## src/rtl/xncn_accum_recip_if.sv

```systemverilog
// ---------------------------------------------------------------------------
// xncn_accum_recip_if
// Handshake bundle between the Xn*Cn accumulator / 1/N generator and its
// neighbours.
//   Upstream side   : in_valid, in_ready, in_x, in_c, in_last
//   Downstream side : out_valid, out_ready, xncn, onebyn, sat, frame_ovf
// Modports:
//   slave  - the xncn_accum_recip block itself
//   master - the environment driving pairs and consuming results
// Parameters: XW sample width, CW coefficient width.
// ---------------------------------------------------------------------------
interface xncn_accum_recip_if #(
    parameter int XW = 8,
    parameter int CW = 8
);
    logic          in_valid;
    logic          in_ready;
    logic [XW-1:0] in_x;
    logic [CW-1:0] in_c;
    logic          in_last;
    logic          out_valid;
    logic          out_ready;
    logic [15:0]   xncn;
    logic [16:0]   onebyn;
    logic          sat;
    logic          frame_ovf;

    modport slave (
        input  in_valid, in_x, in_c, in_last, out_ready,
        output in_ready, out_valid, xncn, onebyn, sat, frame_ovf
    );

    modport master (
        output in_valid, in_x, in_c, in_last, out_ready,
        input  in_ready, out_valid, xncn, onebyn, sat, frame_ovf
    );
endinterface

```

## src/rtl/xncn_accum_recip.sv

```systemverilog
// ---------------------------------------------------------------------------
// xncn_accum_recip
// Feeder for the 1/N scaling multiplier of the OCR feature path. Accumulates
// Xn*Cn over one frame of N pairs, then produces the saturated 16-bit sum and
// the reciprocal 1/N (17 bits, 16 fractional bits) using a sequential
// restoring divider, and offers both downstream with valid/ready.
//
// Ports:
//   clk    - system clock, rising edge
//   rst_n  - synchronous active-low reset
//   bus    - xncn_accum_recip_if.slave:
//              in_valid/in_ready/in_x/in_c/in_last  pair input
//              out_valid/out_ready                  result handshake
//              xncn      saturated frame sum
//              onebyn    reciprocal of the frame length
//              sat       sum exceeded 16'hFFFF
//              frame_ovf frame closed at the counter limit
//
// Build option:
//   ROUND_RECIP_EN - when defined, onebyn is rounded to nearest (ties up)
//                    instead of truncated.
//
// Timing: the result appears 18 edges after the edge accepting the closing
// pair (17 quotient-bit iterations plus one edge to publish the result).
// ---------------------------------------------------------------------------
module xncn_accum_recip #(
    parameter int XW = 8,
    parameter int CW = 8,
    parameter int NW = 10
) (
    input  logic               clk,
    input  logic               rst_n,
    xncn_accum_recip_if.slave  bus
);

    localparam int AW = XW + CW + NW;   // wide enough that the sum never wraps
    localparam int DW = 17;             // dividend / quotient width

    typedef enum logic [1:0] {
        ACCUM = 2'd0,
        DIV   = 2'd1,
        HOLD  = 2'd2
    } state_t;

    state_t          state;
    logic [AW-1:0]   acc;
    logic [NW-1:0]   count;
    logic [NW-1:0]   n_lat;
    logic [NW-1:0]   rem;
    logic [DW-1:0]   dvd;
    logic [DW-1:0]   quo;
    logic [4:0]      step;
    logic [15:0]     xncn_div;
    logic            sat_div;
    logic            ovf_div;

    logic            in_ready_r;
    logic            out_valid_r;
    logic [15:0]     xncn_r;
    logic [16:0]     onebyn_r;
    logic            sat_r;
    logic            ovf_r;

    logic            accept;
    logic [AW-1:0]   prod;
    logic [AW-1:0]   acc_sum;
    logic [NW-1:0]   cnt_inc;
    logic            close;
    logic [DW-1:0]   dvd_init;
    logic [NW:0]     rem_sh;
    logic [NW:0]     rem_sub;
    logic            q_bit;

    function automatic logic [15:0] sat16(input logic [AW-1:0] a);
        return (a > AW'(16'hFFFF)) ? 16'hFFFF : a[15:0];
    endfunction

    function automatic logic [16:0] clamp_recip(input logic [DW-1:0] q);
        return (q > 17'h10000) ? 17'h10000 : q;
    endfunction

    assign accept  = bus.in_valid & in_ready_r;
    assign prod    = AW'(bus.in_x) * AW'(bus.in_c);
    assign acc_sum = acc + prod;
    assign cnt_inc = count + 1'b1;
    // Frame closes on in_last or when the counter hits its all-ones limit.
    assign close   = bus.in_last | (cnt_inc == {NW{1'b1}});

    // 65536 + floor(N/2) stays below 2^17 for any N < 2^NW (NW <= 16), so
    // both variants share the same 17-iteration divider.
`ifdef ROUND_RECIP_EN
    assign dvd_init = 17'h10000 + DW'(cnt_inc >> 1);
`else
    assign dvd_init = 17'h10000;
`endif

    // One restoring step. rem < N, so the shifted partial remainder fits
    // NW+1 bits and the top bit of the difference is the borrow.
    assign rem_sh  = {rem, dvd[DW-1]};
    assign rem_sub = rem_sh - {1'b0, n_lat};
    assign q_bit   = ~rem_sub[NW];

    always_ff @(posedge clk) begin
        if (!rst_n) begin
            state       <= ACCUM;
            acc         <= '0;
            count       <= '0;
            n_lat       <= '0;
            rem         <= '0;
            dvd         <= '0;
            quo         <= '0;
            step        <= '0;
            xncn_div    <= '0;
            sat_div     <= 1'b0;
            ovf_div     <= 1'b0;
            in_ready_r  <= 1'b1;
            out_valid_r <= 1'b0;
            xncn_r      <= '0;
            onebyn_r    <= '0;
            sat_r       <= 1'b0;
            ovf_r       <= 1'b0;
        end else begin
            case (state)
                ACCUM: begin
                    if (accept) begin
                        acc   <= acc_sum;
                        count <= cnt_inc;
                        if (close) begin
                            state      <= DIV;
                            in_ready_r <= 1'b0;
                            n_lat      <= cnt_inc;
                            xncn_div   <= sat16(acc_sum);
                            sat_div    <= (acc_sum > AW'(16'hFFFF));
                            ovf_div    <= ~bus.in_last;
                            rem        <= '0;
                            dvd        <= dvd_init;
                            quo        <= '0;
                            step       <= '0;
                        end
                    end
                end

                // ---- divider: steps 0..16 iterate, step 17 publishes ----
                DIV: begin
                    if (step == 5'(DW)) begin
                        state       <= HOLD;
                        out_valid_r <= 1'b1;
                        xncn_r      <= xncn_div;
                        onebyn_r    <= clamp_recip(quo);
                        sat_r       <= sat_div;
                        ovf_r       <= ovf_div;
                    end else begin
                        rem  <= q_bit ? rem_sub[NW-1:0] : rem_sh[NW-1:0];
                        dvd  <= {dvd[DW-2:0], 1'b0};
                        quo  <= {quo[DW-2:0], q_bit};
                        step <= step + 1'b1;
                    end
                end

                HOLD: begin
                    if (bus.out_ready) begin
                        state       <= ACCUM;
                        out_valid_r <= 1'b0;
                        in_ready_r  <= 1'b1;
                        acc         <= '0;
                        count       <= '0;
                    end
                end

                default: begin
                    state       <= ACCUM;
                    in_ready_r  <= 1'b1;
                    out_valid_r <= 1'b0;
                end
            endcase
        end
    end

    assign bus.in_ready  = in_ready_r;
    assign bus.out_valid = out_valid_r;
    assign bus.xncn      = xncn_r;
    assign bus.onebyn    = onebyn_r;
    assign bus.sat       = sat_r;
    assign bus.frame_ovf = ovf_r;

endmodule

```

## src/flat_wrapper.sv

```systemverilog
// flat-port wrapper written by rule: the top's interface ports become plain ports
module xncn_accum_recip_flat 
#(
    parameter int XW = 8,
    parameter int CW = 8,
    parameter int NW = 10
)
  (clk, rst_n, bus_in_valid, bus_in_x, bus_in_c, bus_in_last, bus_out_ready, bus_in_ready, bus_out_valid, bus_xncn, bus_onebyn, bus_sat, bus_frame_ovf);
  xncn_accum_recip_if #(.XW(XW), .CW(CW)) bus_i ();
  input  logic clk;
  input  logic rst_n;
  input wire logic [$bits(bus_i.in_valid)-1:0] bus_in_valid;
  input wire logic [$bits(bus_i.in_x)-1:0] bus_in_x;
  input wire logic [$bits(bus_i.in_c)-1:0] bus_in_c;
  input wire logic [$bits(bus_i.in_last)-1:0] bus_in_last;
  input wire logic [$bits(bus_i.out_ready)-1:0] bus_out_ready;
  output wire logic [$bits(bus_i.in_ready)-1:0] bus_in_ready;
  output wire logic [$bits(bus_i.out_valid)-1:0] bus_out_valid;
  output wire logic [$bits(bus_i.xncn)-1:0] bus_xncn;
  output wire logic [$bits(bus_i.onebyn)-1:0] bus_onebyn;
  output wire logic [$bits(bus_i.sat)-1:0] bus_sat;
  output wire logic [$bits(bus_i.frame_ovf)-1:0] bus_frame_ovf;
  assign bus_i.in_valid = bus_in_valid;
  assign bus_i.in_x = bus_in_x;
  assign bus_i.in_c = bus_in_c;
  assign bus_i.in_last = bus_in_last;
  assign bus_i.out_ready = bus_out_ready;
  assign bus_in_ready = bus_i.in_ready;
  assign bus_out_valid = bus_i.out_valid;
  assign bus_xncn = bus_i.xncn;
  assign bus_onebyn = bus_i.onebyn;
  assign bus_sat = bus_i.sat;
  assign bus_frame_ovf = bus_i.frame_ovf;
  xncn_accum_recip #(.XW(XW), .CW(CW), .NW(NW)) u_core (.clk(clk), .rst_n(rst_n), .bus(bus_i));
endmodule
```

## config.mk

```make
export PLATFORM = sky130hd
export DESIGN_NAME = xncn_accum_recip_flat
export DESIGN_NICKNAME = d
export VERILOG_FILES = /design/src/rtl/xncn_accum_recip_if.sv /design/src/rtl/xncn_accum_recip.sv /design/src/flat_wrapper.sv
export SDC_FILE = /design/constraint.sdc
export NUM_CORES = 1
export LEC_CHECK = 0
export ABC_AREA = 1
export ABC_CLOCK_PERIOD_IN_PS = 8800
export CAP_MARGIN = 40
export CORE_MARGIN = 4
export CORE_UTILIZATION = 25
export CTS_CLUSTER_SIZE = 16
export DETAILED_ROUTE_END_ITERATION = 6
export PLACE_DENSITY = 0.45
export SYNTH_ARGS = -nofsm -noshare
export SYNTH_HDL_FRONTEND = slang
export SYNTH_SLANG_ARGS = --single-unit
```

## constraint.sdc

```tcl
create_clock -name clk -period 8.8 [get_ports clk]
set_clock_uncertainty 0.15 [all_clocks]
set_input_delay 1.76 -clock clk [delete_from_list [all_inputs] [get_ports clk]]
set_output_delay 1.76 -clock clk [all_outputs]
set_load 0.005 [all_outputs]
```

After elaboration in Yosys (flattened, before gate mapping)
Cells that the tools add are included.
{ "op_classes": {"add_sub_neg": 4, "multipliers": 1, "order_cmp": 2, "eq_ne": 9, "muxes": 37, "bitwise": 6, "reduce_logical": 10} }
{ "op_table": {"columns": ["cell", "n"], "rows": [
  ["$mux W17", 7],
  ["$pmux W17 S2", 2],
  ["$mux W10", 6],
  ["$mux W26", 2],
  ["$pmux W26 S2", 1],
  ["$pmux W10 S2", 2],
  ["$add A26 B16 Y26", 1],
  ["$gt A26 B16 Y1 const B", 1],
  ["$gt A17 B17 Y1 const B", 1],
  ["$mul A8 B8 Y16", 1],
  ["$mux W16", 1],
  ["$mux W5", 3],
  ["$reduce_and A4 Y1", 3],
  ["$sub A11 B10 Y11", 1],
  ["$add A10 B1 Y10 const B", 1],
  ["$eq A10 B10 Y1 const B", 1],
  ["$pmux W5 S2", 1],
  ["$reduce_and A3 Y1", 3],
  ["$mux W2", 4],
  ["$ne A2 B1 Y1 const B", 3],
  ["$pmux W1 S3", 2],
  ["$pmux W2 S3", 1],
  ["$add A5 B1 Y5 const B", 1],
  ["$eq A5 B5 Y1 const B", 1],
  ["10 further kinds", 19]
]} }
{ "word_totals": {"reg_bits": 152, "elab_cells": 86} }

Longest topological paths before layout
{ "logic_depth": {"depth_word": 6, "ltp_mapped": 28} }

Worst setup path before layout
OpenSTA, ideal clock, no wires.
{ "synth_timing": {"path_type": "input port to flip-flop", "startpoint": "in bus_in_x[0]", "endpoint": "reg u_core.xncn_div[10]", "t_arrival_ns": 5.824, "slack_ns": 2.709, "stages": 24, "path_buffers": 2, "path_cell_list": "clkbuf_1 nand2_1 fa_1 fa_1 inv_1 fa_1 inv_1 fa_1 inv_1 ha_1 nand2_1 nor2_1 nand2_1 nand2_1 nand2_1 nand2_1 nand3_1 nand2_1 nand2_1 nor2_1 nand3_1 buf_2 nor2_1 nor2_1"} }
{ "synth_between": {"elab_chain_len": 4} }
{ "synth_rtl": {"columns": ["item", "line_no", "source"], "rows": [
  ["start: declaration", "flat_wrapper.sv:13", "input wire logic [$bits(bus_i.in_x)-1:0] bus_in_x;"],
  ["$mul A8 B8 Y16 *", "xncn_accum_recip.sv:83", "assign prod = AW'(bus.in_x) * AW'(bus.in_c);"],
  ["$add A26 B16 Y26 *", "xncn_accum_recip.sv:84", "assign acc_sum = acc + prod;"],
  ["$gt A26 B16 Y1", "xncn_accum_recip.sv:75", "return (a > AW'(16'hFFFF)) ? 16'hFFFF : a[15:0];"],
  ["$mux W16 *", "xncn_accum_recip.sv:75", null],
  ["end signal: assignment", "xncn_accum_recip.sv:132", "xncn_div <= sat16(acc_sum);"],
  ["end: declaration", "xncn_accum_recip.sv:53", "logic [15:0] xncn_div;"]
]} }
Mark *: on every way between the ends. The rest lies on a longest branch, timed or not.
A chain may end at the register's enable or synchronous reset.

Worst setup path after layout
{ "layout_timing": {"startpoint": "in bus_in_x[4]", "endpoint": "reg u_core.xncn_div[2]"} }
{ "layout_between": {"elab_chain_len": 4} }
{ "layout_rtl": {"columns": ["item", "line_no"], "rows": [
  ["$mul A8 B8 Y16", "xncn_accum_recip.sv:83"],
  ["$add A26 B16 Y26", "xncn_accum_recip.sv:84"],
  ["$gt A26 B16 Y1", "xncn_accum_recip.sv:75"],
  ["$mux W16", "xncn_accum_recip.sv:75"]
]} }
No other way between the ends.

==> impl_metrics.csv <==
group,metric,value,unit
floorplanning,std_cell_rows,70,
floorplanning,die_w,200,µm
power,p_per_area,246,mW/mm²
yosys,synthCells,1343,
yosys,synth_mux_area_share,0,%
floorplanning,coreArea,0.0365,mm²
detailed_routing,drt_pre_antenna_iters,6,
yosys,synth_nets,1470,
clock_network,post_cts_resized,0,
sta,rsz0062_at_grt,"false",
final_layout,syn2layout_area_growth,16.7,%
yosys,ys.flop_type,"dfxtp_1",
global_routing,grt_pass1_wl,40.2,mm
clock_network,path_clk_slew,60,ps
yosys,yosysTopAreaCell,"dfxtp_1",
worst_setup_path,r2r_slack,3840,ps
global_routing,grt_pass1_vias,8214,
placement,hpwlAfterDp,17.6,mm
clock_network,post_cts.repair.setup_buffers,0,
yosys,yosysTopAreaCellShare,29.5,%
worst_setup_path,start_kind,"input pin",
power,p_leak,5.03,nW
yosys,synth_xor_area_share,2.28,%
yosys,synth_seq_area_share,29.5,%
sta,fin_ws,1940,ps
yosys,synthArstFlopShare,0,%
worst_setup_path,critPathCapture,"u_core.xncn_div[2]$_SDFFE_PN0P_",
yosys,synth_compound_area_share,11.6,%
placement,portBuffers,57,
detailed_routing,drt-wirelength-per-cell,12.5,µm
run,max-cap-violations,0,
global_routing,grt_max_degree,58,
floorplanning,chipHeight,200,µm
sta,final_hold_viol_count,0,
clock_network,hold_buffers,0,
floorplanning,start_util,25.3,%
clock_network,clk_latency,430,ps
final_layout,fillers,3960,
run_status,status,"complete, no violations",
placement,gp_congestion,0.899,
detailed_routing,vias,8057,
sta,max_freq,146,MHz
detailed_routing,viasPerCell,4.36,
global_routing,gr-usage-all-layers,11.9,%
worst_setup_path,startpoint,"bus_in_x[4]",
yosys,synth_edf_count,0,
clock_network,cts-htree-levels,4,
sta,slew_headroom,44.4,%
sta,setup_violations,0,
detailed_routing,ant_nets,0,
final_layout,drive_gt1_share,4.49,%
yosys,syn-cell-area,0.00923,mm²
detailed_routing,drcViolationCount,0,
detailed_routing,drt_iter0_markers,467,
yosys,synth_adder_area_share,18.5,%
worst_setup_path,critPathArrivalTime,6980,ps
clock_network,cts_tree,"yes",
yosys,ys_ff_latch,136,
worst_setup_path,criticalPathCategory,"input pin to flop",
worst_setup_path,ff2ff_path_depth,22,
clock_network,cts_buffers,17,
sta,worstMarginPinSlew,832,ps
sta,min_period_over_period,78.0,%
yosys,synth_area_leaders,"dfxtp_1 (29%), nand2_1 (15%), fa_1 (11%), inv_1 (11%), ha_1 (7.5%)",
clock_network,clock_sinks,136,
sta,tns,0,ps
yosys,ys_types,38,
yosys,yosysMostFrequentCell,"nand2_1",
min_path,hold_path_class,"flop to flop",
clock_network,clk_path_buf_depth,2,
yosys,synth_common_cells,"nand2_1 (373), inv_1 (263), a21oi_1 (136), dfxtp_1 (136), nor2_1 (75)",
detailed_routing,finalWirelength,23.1,mm
clock_network,clockRootBuffer,"clkbuf_16",
yosys,yosys_warnings,0,
sta,final_max_slew_viol_count,0,
placement,dpl_worst_slack,1460,ps
worst_setup_path,r2r-end,"u_core.xncn_div[2]$_SDFFE_PN0P_",
worst_setup_path,crit_path_end_kind,"flop",
sta,min_period,6860,ps
global_routing,antenna_found_initial,0,
worst_setup_path,rr_startpoint,"u_core.acc[6]$_SDFFE_PN0P_",
final_layout,antennaDiodeCount,0,
yosys,synthSimpleGateAreaFrac,24.5,%
floorplanning,dieArea,0.0401,mm²
worst_setup_path,critical_path.max_fanout,12,
worst_setup_path,required,8920,ps
final_layout,nets,1496,
yosys,synth_top_family_by_area,"simple AND/OR/NAND/NOR gates",
floorplanning,num_io_pins,58,
power,ir_drop,132,µV
global_routing,gr-total-overflow,0,
yosys,syn_area_per_cell,6.87,µm²
## state kept, by name (all words and copies together), names as in the netlist, 2 cells and up
signal and count:
u_core.acc 26, u_core.bus.onebyn 17, u_core.quo 17, u_core.bus.xncn 16, u_core.xncn_div 16, u_core.count 10
u_core.n_lat 10, u_core.rem 10, u_core.step 5, u_core.state 2
## cells in the final DEF, fill, tap and decap left out, types with 2 or more instances in the layout
| master | count |
|---|---|
| nand2_1 | 372 |
| nor3_1 | 6 |
| ha_1 | 55 |
| a21oi_1 | 135 |
| clkdlybuf4s50_1 | 57 |
| or2_0 | 10 |
| nand3b_1 | 3 |
| inv_1 | 262 |
| inv_2 | 5 |
| or2_2 | 3 |
| nand4_1 | 11 |
| o31ai_1 | 2 |
| o21ai_1 | 13 |
| buf_4 | 6 |
| nand3_2 | 3 |
| xnor2_1 | 3 |
| clkbuf_8 | 2 |
| xor2_1 | 21 |
| o21ai_0 | 40 |
| nor4_1 | 4 |
| nand2_2 | 4 |
| fa_1 | 51 |
| clkbuf_16 | 17 |
| nand3_1 | 51 |
| o211ai_1 | 7 |
| nor2_1 | 75 |
| clkinv_4 | 2 |
| a22oi_1 | 2 |
| nor2_2 | 4 |
| inv_6 | 7 |
| dfxtp_1 | 136 |
## logic make-up (layout without fill, tap and decap cells)
| kind of cell | Yosys count | after routing |
|---|---|---|
| xor gates and xnor gates | 24 | 24 |
| and+or+nand+nor | 549 | 549 |
| AOI/OAI and AO/OA | 205 | 205 |
| adders and majority gates | 106 | 106 |
| buffers and inverters | 323 | 361 |
| DFF | 136 | 136 |
## worst max-delay path: stages
cell	delay (ps)
clkdlybuf4s50_1	590
nand2_1	140
inv_1	60
fa_1	500
fa_1	540
inv_1	50
fa_1	490
fa_1	540
inv_1	40
ha_1	360
nand2_1	170
inv_1	50
a21oi_1	300
nand3_1	200
nand2_1	120
nand2_1	70
nand3_1	70
nand2_1	80
nor2_1	90
nand3_1	310
nand2_1	310
a21oi_1	100
## worst min path at each step
stage	from	end	slack, ps	depth (start not counted)
6_report	u_core.bus.xncn[7]$_SDFFE_PN0P_	u_core.bus.xncn[7]$_SDFFE_PN0P_	290	2
5_1_grt	u_core.bus.xncn[7]$_SDFFE_PN0P_	u_core.bus.xncn[7]$_SDFFE_PN0P_	310	2
4_1_cts	u_core.bus.xncn[6]$_SDFFE_PN0P_	u_core.bus.xncn[6]$_SDFFE_PN0P_	300	2
3_5_place_dp	u_core.bus.xncn[6]$_SDFFE_PN0P_	u_core.bus.xncn[6]$_SDFFE_PN0P_	290	2
3_3_place_gp	u_core.bus.xncn[6]$_SDFFE_PN0P_	u_core.bus.xncn[6]$_SDFFE_PN0P_	290	2
2_1_floorplan	u_core.n_lat[2]$_SDFFE_PN0P_	u_core.n_lat[2]$_SDFFE_PN0P_	280	2
## where the power goes
part	total, W	switching, W	internal [W]
registers	0.000686	0.0000263	0.000660
clock network	0.000715	0.000303	0.000411
logic	0.00125	0.000846	0.000409
total	0.00266	0.00118	0.00148
## layout make-up
| cell class | count | area (µm²) | share of cell area (%) |
|---|---|---|---|
| multi-input combinational | 884 | 5270 | 48.9 |
| sequential | 136 | 2720 | 25.3 |
| inverter | 267 | 1000 | 9.30 |
| timing repair buffer | 63 | 616 | 5.71 |
| tap | 468 | 586 | 5.44 |
| clock buffer | 19 | 453 | 4.20 |
| clock inverter | 12 | 128 | 1.18 |
## per-layer routing
metal	part of all wire [%]	up-vias	wire length [µm]	global-route usage, %
met1	47	3765	10900	15.3
met2	49	95	11300	20.7
met3	2.7	24	631	2.19
met5	0	-	0	0
li1	-	4173	-	-
met4	1.4	0	312	3.00
## stage by stage
stage	total power (W)	hold WS, ps	cells	util, %	area, µm²
floorplan	0.00160	283	1343	-	9230
global route	0.00292	311	1849	29.5	10800
detailed placement	0.00198	290	1818	27.9	10200
global placement	0.00199	288	1817	27.9	10200
finish	0.00266	295	1849	29.5	10800
CTS	0.00271	300	1849	29.5	10800
Power figures use the tool's default switching activity.
